===== config.mk =====
export PLATFORM = sky130hd
export DESIGN_NAME = nrisc_ula_mc
export DESIGN_NICKNAME = d
export VERILOG_FILES = /design/src/rtl/nrisc_ula_mc.sv
export SDC_FILE = /design/constraint.sdc
export NUM_CORES = 1
export LEC_CHECK = 0
export CAP_MARGIN = 10
export CORE_MARGIN = 2
export CORE_UTILIZATION = 60
export DETAILED_ROUTE_END_ITERATION = 7
export HOLD_SLACK_MARGIN = 0.15
export PLACE_DENSITY = 0.85
export SLEW_MARGIN = 20
export SYNTH_ARGS = -nofsm -noshare
export SYNTH_HDL_FRONTEND = slang
export SYNTH_SLANG_ARGS = --single-unit

===== constraint.sdc =====
create_clock -name clk -period 14.76 [get_ports clk]
set_clock_uncertainty 0.2 [all_clocks]
set_input_delay 2.952 -clock clk [delete_from_list [all_inputs] [get_ports clk]]
set_output_delay 2.952 -clock clk [all_outputs]
set_load 0.01 [all_outputs]

===== src/rtl/nrisc_ula_mc.sv =====
// NRISC multi-cycle ULA: valid/ready request, registered result and flags, one-cycle done pulse.
// Shifts/rotates step one bit per cycle; MUL is an unsigned shift-add over TAM cycles.
module nrisc_ula_mc #(
    parameter int TAM    = 16,
    parameter bit MUL_EN = 1'b1
) (
    input  logic           clk,
    input  logic           rst,
    input  logic           ULA_valid,
    output logic           ULA_ready,
    input  logic [3:0]     ULA_ctrl,
    input  logic [TAM-1:0] ULA_A,
    input  logic [TAM-1:0] ULA_B,
    output logic [TAM-1:0] ULA_OUT,
    output logic [2:0]     ULA_flags,
    output logic           ULA_done
);

    localparam int SHW = $clog2(TAM);

    typedef enum logic [3:0] {
        OP_ADD = 4'b0000, OP_SUB = 4'b0001, OP_AND = 4'b0010, OP_OR  = 4'b0011,
        OP_XOR = 4'b0100, OP_SHR = 4'b0101, OP_SHL = 4'b0110, OP_NOT = 4'b0111,
        OP_MUL = 4'b1000, OP_ADC = 4'b1001, OP_SBB = 4'b1010, OP_CMP = 4'b1011,
        OP_ASR = 4'b1100, OP_ROR = 4'b1101, OP_ROL = 4'b1110, OP_RSV = 4'b1111
    } op_e;

    typedef enum logic {S_IDLE, S_EXEC} state_e;

    state_e             state_q, state_d;
    op_e                op_q, op_d;
    logic [SHW-1:0]     cnt_q, cnt_d;
    logic [TAM-1:0]     a_q, a_d;
    logic [2*TAM-1:0]   work_q, work_d;
    logic [TAM-1:0]     out_q, out_d;
    logic [2:0]         flags_q, flags_d;
    logic               done_q, done_d;

    function automatic logic [2:0] mk_flags(input logic [TAM-1:0] r, input logic c);
        return {r[TAM-1], r == '0, c};
    endfunction

    // Returns {bit shifted/rotated out, shifted word}.
    function automatic logic [TAM:0] shift_step(input op_e op, input logic [TAM-1:0] w);
        case (op)
            OP_SHR:  return {w[0], 1'b0, w[TAM-1:1]};
            OP_SHL:  return {w[TAM-1], w[TAM-2:0], 1'b0};
            OP_ASR:  return {w[0], w[TAM-1], w[TAM-1:1]};
            OP_ROR:  return {w[0], w[0], w[TAM-1:1]};
            default: return {w[TAM-1], w[TAM-2:0], w[TAM-1]};
        endcase
    endfunction

    // Right-shifting product register: {partial high, remaining multiplier bits}.
    function automatic logic [2*TAM-1:0] mul_step(input logic [2*TAM-1:0] p, input logic [TAM-1:0] a);
        logic [TAM:0] s;
        s = {1'b0, p[2*TAM-1:TAM]} + (p[0] ? {1'b0, a} : '0);
        return {s, p[TAM-1:1]};
    endfunction

    op_e            ctrl_op;
    logic [SHW-1:0] shamt;
    logic [TAM:0]   add_w, sub_w, adc_w, sbb_w;
    logic [TAM:0]   sh_w;
    logic [2*TAM-1:0] mul_w;

    assign ctrl_op = op_e'(ULA_ctrl);
    assign shamt   = ULA_B[SHW-1:0];
    assign add_w   = {1'b0, ULA_A} + {1'b0, ULA_B};
    assign sub_w   = {1'b0, ULA_A} - {1'b0, ULA_B};
    assign adc_w   = add_w + {{TAM{1'b0}}, flags_q[0]};
    // Top bit of the (TAM+1)-bit difference is the borrow.
    assign sbb_w   = sub_w - {{TAM{1'b0}}, flags_q[0]};

    // In IDLE the first step works straight off the request, so latency equals step count.
    assign sh_w  = shift_step((state_q == S_IDLE) ? ctrl_op : op_q,
                              (state_q == S_IDLE) ? ULA_A : work_q[TAM-1:0]);
    assign mul_w = mul_step((state_q == S_IDLE) ? {{TAM{1'b0}}, ULA_B} : work_q,
                            (state_q == S_IDLE) ? ULA_A : a_q);

    always_comb begin
        // NOTE: every always_comb target gets a default first, so no path can infer a latch.
        state_d = state_q;
        op_d    = op_q;
        cnt_d   = cnt_q;
        a_d     = a_q;
        work_d  = work_q;
        out_d   = out_q;
        flags_d = flags_q;
        done_d  = 1'b0;

        case (state_q)
            S_IDLE: begin
                if (ULA_valid) begin
                    op_d   = ctrl_op;
                    a_d    = ULA_A;
                    done_d = 1'b1;
                    case (ctrl_op)
                        OP_ADD: begin
                            out_d   = add_w[TAM-1:0];
                            flags_d = mk_flags(add_w[TAM-1:0], add_w[TAM]);
                        end
                        OP_SUB: begin
                            out_d   = sub_w[TAM-1:0];
                            flags_d = mk_flags(sub_w[TAM-1:0], sub_w[TAM]);
                        end
                        OP_ADC: begin
                            out_d   = adc_w[TAM-1:0];
                            flags_d = mk_flags(adc_w[TAM-1:0], adc_w[TAM]);
                        end
                        OP_SBB: begin
                            out_d   = sbb_w[TAM-1:0];
                            flags_d = mk_flags(sbb_w[TAM-1:0], sbb_w[TAM]);
                        end
                        OP_CMP: flags_d = mk_flags(sub_w[TAM-1:0], sub_w[TAM]);
                        OP_AND: begin
                            out_d   = ULA_A & ULA_B;
                            flags_d = mk_flags(ULA_A & ULA_B, 1'b0);
                        end
                        OP_OR: begin
                            out_d   = ULA_A | ULA_B;
                            flags_d = mk_flags(ULA_A | ULA_B, 1'b0);
                        end
                        OP_XOR: begin
                            out_d   = ULA_A ^ ULA_B;
                            flags_d = mk_flags(ULA_A ^ ULA_B, 1'b0);
                        end
                        OP_NOT: begin
                            out_d   = ~ULA_A;
                            flags_d = mk_flags(~ULA_A, 1'b0);
                        end
                        OP_SHR, OP_SHL, OP_ASR, OP_ROR, OP_ROL: begin
                            if (shamt == '0) begin
                                out_d   = ULA_A;
                                flags_d = mk_flags(ULA_A, 1'b0);
                            end else if (shamt == SHW'(1)) begin
                                out_d   = sh_w[TAM-1:0];
                                flags_d = mk_flags(sh_w[TAM-1:0], sh_w[TAM]);
                            end else begin
                                done_d  = 1'b0;
                                work_d  = {{TAM{1'b0}}, sh_w[TAM-1:0]};
                                cnt_d   = shamt - SHW'(1);
                                state_d = S_EXEC;
                            end
                        end
                        OP_MUL: begin
                            if (MUL_EN) begin
                                done_d  = 1'b0;
                                work_d  = mul_w;
                                cnt_d   = SHW'(TAM - 1);
                                state_d = S_EXEC;
                            end else begin
                                out_d   = '0;
                                flags_d = 3'b010;
                            end
                        end
                        default: begin
                            out_d   = '0;
                            flags_d = 3'b010;
                        end
                    endcase
                end
            end
            S_EXEC: begin
                if (cnt_q == SHW'(1)) begin
                    done_d  = 1'b1;
                    state_d = S_IDLE;
                    if (op_q == OP_MUL) begin
                        out_d   = mul_w[TAM-1:0];
                        flags_d = mk_flags(mul_w[TAM-1:0], |mul_w[2*TAM-1:TAM]);
                    end else begin
                        out_d   = sh_w[TAM-1:0];
                        flags_d = mk_flags(sh_w[TAM-1:0], sh_w[TAM]);
                    end
                end else begin
                    cnt_d  = cnt_q - SHW'(1);
                    work_d = (op_q == OP_MUL) ? mul_w : {{TAM{1'b0}}, sh_w[TAM-1:0]};
                end
            end
            default: state_d = S_IDLE;
        endcase
    end

    always_ff @(posedge clk or negedge rst) begin
        if (!rst) begin
            state_q <= S_IDLE;
            op_q    <= OP_ADD;
            cnt_q   <= '0;
            a_q     <= '0;
            work_q  <= '0;
            out_q   <= '0;
            flags_q <= '0;
            done_q  <= 1'b0;
        end else begin
            // NOTE: state registers use non-blocking assignment so every flop samples pre-edge values.
            state_q <= state_d;
            op_q    <= op_d;
            cnt_q   <= cnt_d;
            a_q     <= a_d;
            work_q  <= work_d;
            out_q   <= out_d;
            flags_q <= flags_d;
            done_q  <= done_d;
        end
    end

    assign ULA_ready = (state_q == S_IDLE);
    assign ULA_OUT   = out_q;
    assign ULA_flags = flags_q;
    assign ULA_done  = done_q;

endmodule


==> results.md, run 1 <==
- Pins over their slew limit: 0
- I/O Pins: 60
- Worst Path Arrival: 7700 ps
- Area leader, netlist: dfrtp_1
- Tmin final: roughly 7700 ps
- Setup violators final: 0
- Worst EP required: between 10000 and 15000 ps
- # hold bufs at CTS: 0
- TritonCTS Buffers: 9
- Finished Layout Cells: ~1500
- Routed WL: around 40000 um
- Die Ht: about 130 um
- FILL cells: 1436
- Synth top area share: 19.3%
- Clock Path Buffers: 2
- Post-CTS Setup Inserts: 0
- CTS resizes: 0
- Total Power: ~0.0018 W
- CP Capture Type: flip-flop
- Worst-path fanout max: 10
- Initial antenna violation count: 0
- Cell area after synthesis: approximately 10000 um^2
- Setup TNS: 0 ps
- Grt ovf: 0
- R2r startpoint: state_q
- Post-Layout Inst Area: ~11000 um^2
- CTS tree: built
- Final ANT Viol Nets: 0
- Power Dens Cells: between 150 and 200 nW/um^2
- Yosys reg bits: 77
- Mapped Cells: approximately 1300
- First-pass GRT wire length: between 60000 and 70000 um
- Multi-input combinational cell area: roughly 7500 um^2
- Dpl cells: ~1500
- Core ar.: ~16000 um^2
- Port-buffer cells: 59
- Post-detail-place hpwl: 30400 um
- Site Rows: 47
- Number of global-route vias before repair: 10300
- F_max: around 130 MHz
- Chip width: about 130 um
- DR vias/cell: approximately 7.2
- Top cells by area, synth: dfrtp_1 19%, ha_1 9.5%, nand2_1 6.2%, o21ai_0 5.1%, a21oi_1 4.6%
- Min-delay worst type: reg -> reg
- Status: complete, no violations
- GRT Total Usage: 45.2%
- Reg2reg end: ULA_flags[0]
- Clock Sink Count: between 70 and 80
- Flop2flop setup slack: ~9600 ps
- Least-Margin Pin Slew: around 1200 ps
- # DRC: 0
- Fin. Hold Viols: 0
- Net Count, Synth: ~1400
- Register area: 1930 um^2
- Setup crit start kind: input pin
- Vias: roughly 11000
- NumNets Final: 1442
- Synth unique cells: around 100
- Die ar.: between 15000 and 20000 um^2
- DRT Pass-1 Iters: 5
- Maxcap violations: 0
- RD Place Congestion: between 1 and 1.5
- Post-DP Area: roughly 11000 um^2
- Final worst path period share: about 52%
- Top FF cell, synth: dfrtp_1
- Number of synthesized flops with an enable pin: 0
- Root buffer cell: clkbuf_16
- Synth warnings: 0
- Starting DRC count in detailed routing: between 1500 and 2000
- Kind of critical path: in -> reg
- Final design utilization: roughly 67%
- Hold Crit Depth: 2
- Register clock-pin slew on the reported worst setup and hold paths: roughly 70 ps
- Rel. slew slack: between 10% and 20%
- Worst-skew pair later-pin latency: approximately 360 ps
- Layout cells sized above 1: ~7.7%
- H-tree depth: 3
- FF-to-FF path depth: 16
- RSZ-0062 raised after global routing: false
- Diodes inserted: 0
- Hold Path Sink: work_q[23]
- Worst VDD drop: roughly 0.15 mV
- Pin count of the biggest net entering global routing: 78
- Starting Density: a little over 60%
- FFs w/ async S/R, synth: 100%
- Syn avg cell area: between 7 and 8 um^2
- Hold Path Origin: work_q[23]
- Post-synthesis sequential area ratio: approximately a fifth
- Routed len/inst: between 20 and 30 um
- Leakage: between 4 and 5 nW
- Area Overhead vs Synth: 10.1%
==> per-stage QoR <==
| step | hold WS [ps] | setup slack (ps) |
|---|---|---|
| floorplan | 241 | 8350 |
| global placement | 251 | 7070 |
| detailed placement | 258 | 6980 |
| CTS | 271 | 7300 |
| global route | 302 | 7010 |
| finish | 267 | 7070 |
==> cell families after synthesis <==
kind of cell             after synthesis  synth area share, %
flip-flops                            77                 19.3
multiplexers                          53                 6.89
AO/OA/AOI/OAI                        377                 25.0
adder cells (fa/ha/maj)               79                 10.1
XOR/XNOR                              72                 6.72
AND/OR/NAND/NOR                      516                 26.4
buffers and inverters                138                 5.64
==> registers in the layout, indices dropped and copies added (netlist names) <==
| signal | flops |
|---|---|
| ULA_flags | 3 |
| ULA_OUT | 16 |
| a_q | 16 |
| state_q | 1 |
| ULA_done | 1 |
| op_q | 4 |
| work_q | 32 |
| cnt_q | 4 |
==> worst max-delay path, stage by stage <==
cell	delay, ps
clkdlybuf4s50_1	760
inv_1	160
ha_1	510
nor2b_1	300
o21ai_0	250
a311o_1	410
a21oi_1	250
o22ai_1	150
xnor2_1	770
nand4_1	290
mux2i_1	200
o31ai_1	490
o311ai_1	200
==> synth_stat cells (5+ instances only) <==
cell        n
nand2_1   164
nor2_1    115
o21ai_0   102
a21oi_1    92
dfrtp_1    77
ha_1       76
inv_1      62
clkbuf_1   56
xnor2_1    46
nor3_1     40
mux2i_1    34
nand4_1    28
nand3_1    27
and2_1     24
xor2_1     22
nor4_1     20
o211ai_1   17
o22ai_1    17
a31oi_1    15
and3_1     14
o31ai_1    14
o221ai_1   13
mux4_2     12
nor2b_1    12
a211oi_1    9
a221oi_1    9
nand2b_1    8
o21bai_1    8
or3_1       8
a21o_1      7
a221o_1     7
mux2_2      7
a211o_1     6
buf_2       6
o21a_1      6
or2_2       6
buf_1       5
==> power breakdown <==
part	switching [W]	internal, W
combinational	0.000704	0.000411
sequential	0.0000945	0.000295
clock	0.000102	0.000154
==> cell type report <==
cell class	instances	area share [%]
Multi-Input combinational cell	1097	68.3
Sequential cell	77	17.5
Clock inverter	6	0.852
Clock buffer	10	2.17
Inverter	63	2.15
Tap cell	220	2.50
Timing Repair Buffer	76	6.53
==> layout by cell type (no fill, tap or decap), types with 15 or more instances in the layout <==
cell	synthesis	routed
and2_1	24	24
nand4_1	28	28
xor2_1	22	22
clkdlybuf4s50_1	0	58
o22ai_1	17	17
a31oi_1	15	15
buf_4	4	17
nand3_1	27	27
o211ai_1	17	17
nor4_1	20	20
a21oi_1	92	91
xnor2_1	46	46
mux2i_1	34	34
nor3_1	40	38
nor2_1	115	115
nand2_1	164	164
ha_1	76	76
o21ai_0	102	102
dfrtp_1	77	76
inv_1	62	62
==> metal layers <==
metal	vias to the layer above	share of wire, %	wire, um	global-route usage, %
met2	895	42	17100	68.0
met4	0	7.8	3160	28.6
met5	-	0	0	0
li1	4848	-	-	-
met3	207	12	4700	8.22
met1	5152	38	15400	60.3
==> worst max-delay path by stage <==
stage | from | end | slack [ps] | depth (start not counted)
5_1_grt | ULA_A[0] | ULA_flags[2] | 7010 | 15
3_3_place_gp | ULA_A[9] | ULA_OUT[15] | 7070 | 13
2_1_floorplan | ULA_B[0] | ULA_flags[0] | 8350 | 15
4_1_cts | ULA_A[9] | ULA_flags[2] | 7300 | 13
6_report | ULA_A[2] | ULA_flags[2] | 7070 | 13
3_5_place_dp | ULA_A[9] | ULA_flags[2] | 6980 | 13
Note: power is estimated with default switching activity, not from simulation.
==> run 2, diff against run 1 <==
==> constraint.sdc (replaced) <==
create_clock -name clk -period 7.5 [get_ports clk]
set_clock_uncertainty 0.2 [all_clocks]
set_input_delay 1.5 -clock clk [delete_from_list [all_inputs] [get_ports clk]]
set_output_delay 1.5 -clock clk [all_outputs]
set_load 0.01 [all_outputs]
==> results.md, run 2 (same netlist as run 1, synthesis figures left out) <==
- Die Ht: 133 um (unchanged)
- DR vias/cell: 7.10 (-0.90%)
- Site Rows: 47 (unchanged)
- Reg with most FFs: work_q
- CP Capture Type: flip-flop
- RSZ-0062 raised after global routing: false
- Min-delay worst type: reg -> reg
- CTS resizes: 0 (unchanged)
- Root buffer cell: clkbuf_16
- Vias: 11000 (-0.58%)
- Largest register FFs: 32 (unchanged)
- Fin. Hold Viols: 0 (unchanged)
- Worst VDD drop: 0.359 mV (+140%)
- Most frequent cells in the layout: 164 x nand2_1, 114 x nor2_1, 102 x o21ai_0, 91 x a21oi_1
- I/O Pins: 60 (unchanged)
- Pins over their slew limit: 0 (unchanged)
- Rel. slew slack: 24.3% (+6.2 points)
- Maxcap violations: 0 (unchanged)
- First-pass GRT wire length: 61100 um (-0.63%)
- Diodes inserted: 0 (unchanged)
- Final ANT Viol Nets: 0 (unchanged)
- Setup TNS: 0 ps (unchanged)
- Core ar.: 16500 um^2 (unchanged)
- Starting DRC count in detailed routing: 1899 (+6.9%)
- Worst EP required: 7530 ps (-7240 ps)
- Grt ovf: 0 (unchanged)
- Total Power: 0.00341 W (+94%)
- Starting Density: 60.8% (unchanged)
- Power Dens Cells: 310 nW/um^2 (+94%)
- H-tree depth: 3 (unchanged)
- Worst-skew pair later-pin latency: 340 ps (-20 ps)
- DRT Pass-1 Iters: 8 (+3)
- Kind of critical path: in -> reg
- Worst Path Arrival: 6100 ps (-1600 ps)
- Initial antenna violation count: 0 (unchanged)
- Port-buffer cells: 59 (unchanged)
- Area Overhead vs Synth: 10.2% (about the same)
- TritonCTS Buffers: 9 (unchanged)
- Tmin final: between 6000 and 7000 ps
- Layout cells sized above 1: 7.95% (+0.27 points)
- Register clock-pin slew on the reported worst setup and hold paths: 70 ps (about the same)
- # DRC: 0 (unchanged)
- F_max: between 150 and 200 MHz
- Status: complete, no violations
- Clock Path Buffers: 2 (unchanged)
- Final worst path period share: roughly four fifths
- CTS tree: built
- Routed WL: 40100 um (-0.66%)
- Post-detail-place hpwl: 30800 um (+1.5%)
- GRT Total Usage: 44.8% (-0.48 points)
- RD Place Congestion: 1.09 (+3.5%)
- Routed len/inst: 25.8 um (-0.98%)
- Pin count of the biggest net entering global routing: 78 (unchanged)
- Setup violators final: 0 (unchanged)
- Hold slack final: 278 ps (+11.1 ps)
- NumNets Final: 1447 (+0.35%)
- Worst-path fanout max: 10 (unchanged)
- Post-CTS Setup Inserts: 0 (unchanged)
- # hold bufs at CTS: 0 (unchanged)
- Chip width: 133 um (unchanged)
- Number of global-route vias before repair: 10400 (+0.60%)
- Setup crit start kind: input pin
- Most common cell after layout, fill and taps aside: nand2_1
- Least-Margin Pin Slew: 1140 ps (-84.0 ps)
- Leakage: 4.72 nW (+0.17%)
- Die ar.: 17700 um^2 (unchanged)
- Clock Sink Count: 77 (unchanged)
run 2: per-stage QoR:
step	area, um^2	setup slack (ps)	instances	utilization, %
2_1_floorplan	10000	2470	1312	-
3_5_place_dp	10700	1220	1538	65.1
3_3_place_gp	10700	1210	1538	65.1
6_report	11000	1430	1554	67.0
4_1_cts	11000	1580	1554	66.9
5_1_grt	11000	1310	1554	67.0
run 2: cell type report:
cell class / instances / area (um^2)
clock buffers: 11 / 243
clock inverters: 5 / 60.1
fillers: 1449 / 5440
inverters: 63 / 236
multi-input cells: 1097 / 7520
flip-flops and latches: 77 / 1930
well taps: 220 / 275
repair buffers: 81 / 757
run 2: worst max-delay path: stages:
cell and delay (ps):
clkdlybuf4s50_1 860, inv_1 270, ha_1 470, nor2_1 140, o31ai_1 520, xnor2_2 240
nand4_1 350, or4b_1 580, xnor2_1 170, o22ai_1 110, o31ai_1 400, o21ai_1 180
mux2_2 290
run 2: worst paths after layout:
| kind | from | end | slack [ps] | cells past startpoint |
|---|---|---|---|---|
| max | ULA_A[1] | ULA_OUT[7] | 1430 | 13 |
| min | work_q[18] | work_q[18] | 280 | 2 |
| max reg2reg | state_q | ULA_flags[0] | 2430 | 14 |
| min reg2reg | work_q[18] | work_q[18] | 280 | 2 |
| max in group asynchronous | rst | state_q | 5570 | 1 |
| min in group asynchronous | rst | work_q[25] | 980 | 1 |
run 2: where the power goes:
part / leakage (nW) / internal [W] / switching [W]
clock: 0.146 / 0.000268 / 0.000195
sequential: 0.981 / 0.000580 / 0.000178
combinational: 3.59 / 0.000809 / 0.00138
run 2: per-layer routing:
metal  global-route usage, %  vias up  routed length (um)
met5                       0        -                   0
met4                    26.0        0                2830
met3                    7.15      159                4540
met2                    70.0      837               17600
met1                    59.0     5194               15100
li1                        -     4848                   -
==> run 3, diff against run 2 <==
--- a/config.mk
+++ b/config.mk
@@ -7,10 +7,10 @@
 export LEC_CHECK = 0
 export CAP_MARGIN = 10
 export CORE_MARGIN = 2
-export CORE_UTILIZATION = 60
+export CORE_UTILIZATION = 56
 export DETAILED_ROUTE_END_ITERATION = 7
 export HOLD_SLACK_MARGIN = 0.15
-export PLACE_DENSITY = 0.85
+export PLACE_DENSITY = 0.84
 export SLEW_MARGIN = 20
 export SYNTH_ARGS = -nofsm -noshare
 export SYNTH_HDL_FRONTEND = slang
==> constraint.sdc (replaced) <==
create_clock -name clk -period 5.1 [get_ports clk]
set_clock_uncertainty 0.2 [all_clocks]
set_input_delay 1.02 -clock clk [delete_from_list [all_inputs] [get_ports clk]]
set_output_delay 1.02 -clock clk [all_outputs]
set_load 0.01 [all_outputs]
==> results.md, run 3 (same netlist as run 1, synthesis figures left out) <==
- Status: complete, but fails checks
- Failing checks: negative setup slack
- Rel. slew slack: 53.2% (+29 points)
- CP Capture Type: flip-flop
- TritonCTS Buffers: 9 (unchanged)
- Final setup margin: -3.05 ps (-1430 ps)
- Clock network power share: 13.7% (about the same)
- Die ar.: 19000 um^2 (+6.9%)
- Flop2flop setup slack: 600 ps (-1830 ps)
- NumNets Final: 1604 (+11%)
- GRT Total Usage: 46.9% (+2.1 points)
- Port-buffer cells: 59 (unchanged)
- # DRC: 0 (unchanged)
- Sequential share of power: 21.2% (-1.0 points)
- Area Overhead vs Synth: 22.8%
- DRT Pass-1 Iters: 6 (-2)
- Vias: 11700 (+6.2%)
- R2r startpoint: state_q
- Routed WL: 44100 um (+9.9%)
- Worst-skew pair later-pin latency: 350 ps (about the same)
- Post-CTS Setup Inserts: 0 (unchanged)
- Tmin final: just over 5000 ps
- Number of global-route vias before repair: 11200 (+8.0%)
- Pin count of the biggest net entering global routing: 78 (unchanged)
- Worst Setup EP: ULA_flags[0]
- F_max: around 200 MHz
- Worst-path fanout max: 15 (+5)
- Register area: 1930 um^2 (unchanged)
- Total Power: 0.00536 W (+57%)
- Setup crit start kind: input pin
- Site Rows: 48 (+2.1%)
- Net switching power: 0.00267 W (+52%)
- Worst VDD drop: 0.452 mV (+26%)
- Register clock-pin slew on the reported worst setup and hold paths: 70 ps (about the same)
- Worst Setup SP: ULA_B[0]
- Most common cell after layout, fill and taps aside: buf_4
- CTS tree: built
- Int Pwr: 0.00270 W (+63%)
- Grt ovf: 0 (unchanged)
- # hold bufs at CTS: 0 (unchanged)
- Fin. Hold Viols: 0 (unchanged)
- First-pass GRT wire length: 65900 um (+7.8%)
- Least-Margin Pin Slew: 700 ps (-435 ps)
- Reg2reg end: ULA_flags[0]
- Gate power share: 65.1% (+0.9 points)
- Final ANT Viol Nets: 0 (unchanged)
- Final worst path period share: 100%
- Multi-input combinational cell area: 7530 um^2 (+0.13%)
- Kind of critical path: in -> reg
- RD Place Congestion: 1.09 (+0.20%)
- Worst EP required: 5130 ps (-2400 ps)
- FILL cells: 1459 (+0.69%)
- Reg with most FFs: work_q
- Power Dens Cells: 437 nW/um^2 (+41%)
- DR vias/cell: 6.83 (-3.9%)
- Largest register FFs: 32 (unchanged)
- H-tree depth: 3 (unchanged)
- Clock Sink Count: 77 (unchanged)
- Pins over their slew limit: 0 (unchanged)
- Starting DRC count in detailed routing: 1713 (-9.8%)
- Maxcap violations: 0 (unchanged)
- Setup violators final: 1 (+1)
- I/O Pins: 60 (unchanged)
- Routed len/inst: 25.7 um (-0.53%)
- CTS resizes: 0 (unchanged)
- Root buffer cell: clkbuf_16
- Core ar.: 17400 um^2 (+5.4%)
- Sw Ratio: 49.7% (-1.7 points)
- Min-delay worst type: reg -> reg
- Worst Path Arrival: 5140 ps (-960 ps)
- Post-detail-place hpwl: 34400 um (+11%)
- Die Ht: 138 um (+3.4%)
- Clock Path Buffers: 2 (unchanged)
- Chip width: 138 um (+3.4%)
- Initial antenna violation count: 1 (+1)
- Layout cells sized above 1: 17.8% (+9.8 points)
- Most frequent cells in the layout: 178 x buf_4, 164 x nand2_1, 115 x nor2_1, 101 x o21ai_0, 91 x a21oi_1
- Post-Layout Inst Area: 12300 um^2 (+11%)
- Starting Density: 57.6% (-3.1 points)
- Post-DP Area: 11900 um^2 (+11%)
- Leakage: 5.50 nW (+17%)
- RSZ-0062 raised after global routing: true
- FF-to-FF path depth: 15 (+1)
## run 3: changes by cell type in the layout (fill, tap and decap cells not counted), sizes merged
cell | previous run | this run
buf | 23 | 180
bufinv | 1 | 2
clkinv | 4 | 2
diode | 0 | 1
inv | 62 | 63
## run 3: metal layers
metal  global-route usage [%]  wire (um)
met5                        0         12
met3                     12.7       5420
met1                     57.3      16000
met2                     71.5      18900
met4                     32.5       3800
## run 3: area by class of cell
| class | instances | area share (%) |
|---|---|---|
| clock buffer | 11 | 2.06 |
| antenna | 1 | 0.0204 |
| tap | 225 | 2.29 |
| timing repair buffer | 238 | 16.0 |
| multi-input combinational | 1097 | 61.3 |
| inverter | 63 | 1.93 |
| clock inverter | 5 | 0.662 |
| sequential | 77 | 15.7 |
## run 3: how the worst min path moves through the flow
stage	from	end	slack [ps]	cells after the start
floorplan	work_q[17]	work_q[17]	240	2
global placement	work_q[18]	work_q[18]	250	2
detailed placement	work_q[23]	work_q[23]	260	2
CTS	work_q[23]	work_q[23]	270	2
global route	ULA_OUT[5]	ULA_OUT[5]	310	2
finish	work_q[27]	work_q[27]	270	2
## run 3: critical path: stages
cell and delay, ps:
clkdlybuf4s50_1 510, inv_1 150, nor2_1 80, a21oi_1 200
buf_4 250, a21oi_1 110, fa_1 460, a211oi_1 330
o21bai_1 150, a21oi_1 230, xor2_1 210, nor4bb_2 260
o211ai_1 130, nor4b_1 310, nand4_1 130, o21a_1 250
a311o_1 340
## run 3: power groups by stage
stage	Clock [W]	Combinational (W)	Sequential, W
after floorplan	0	0.00211	0.00104
final	0.000734	0.00349	0.00114
after global placement	0	0.00323	0.00110
after CTS	0.000727	0.00334	0.00111
after global routing	0.000750	0.00370	0.00115
after detailed placement	0	0.00330	0.00112
## run 3: metrics by stage
| step | setup TNS (ps) | instances | hold slack, ps | worst slack, ps | utilization (%) |
|---|---|---|---|---|---|
| finish | -3.05 | 1717 | 273 | -3.05 | 70.8 |
| global placement | -277 | 1699 | 252 | -85.7 | 68.6 |
| CTS | 0 | 1715 | 272 | 97.4 | 70.5 |
| floorplan | 0 | 1312 | 241 | 75.0 | - |
| detailed placement | -848 | 1699 | 258 | -222 | 68.6 |
| global route | -106 | 1716 | 306 | -106 | 70.7 |
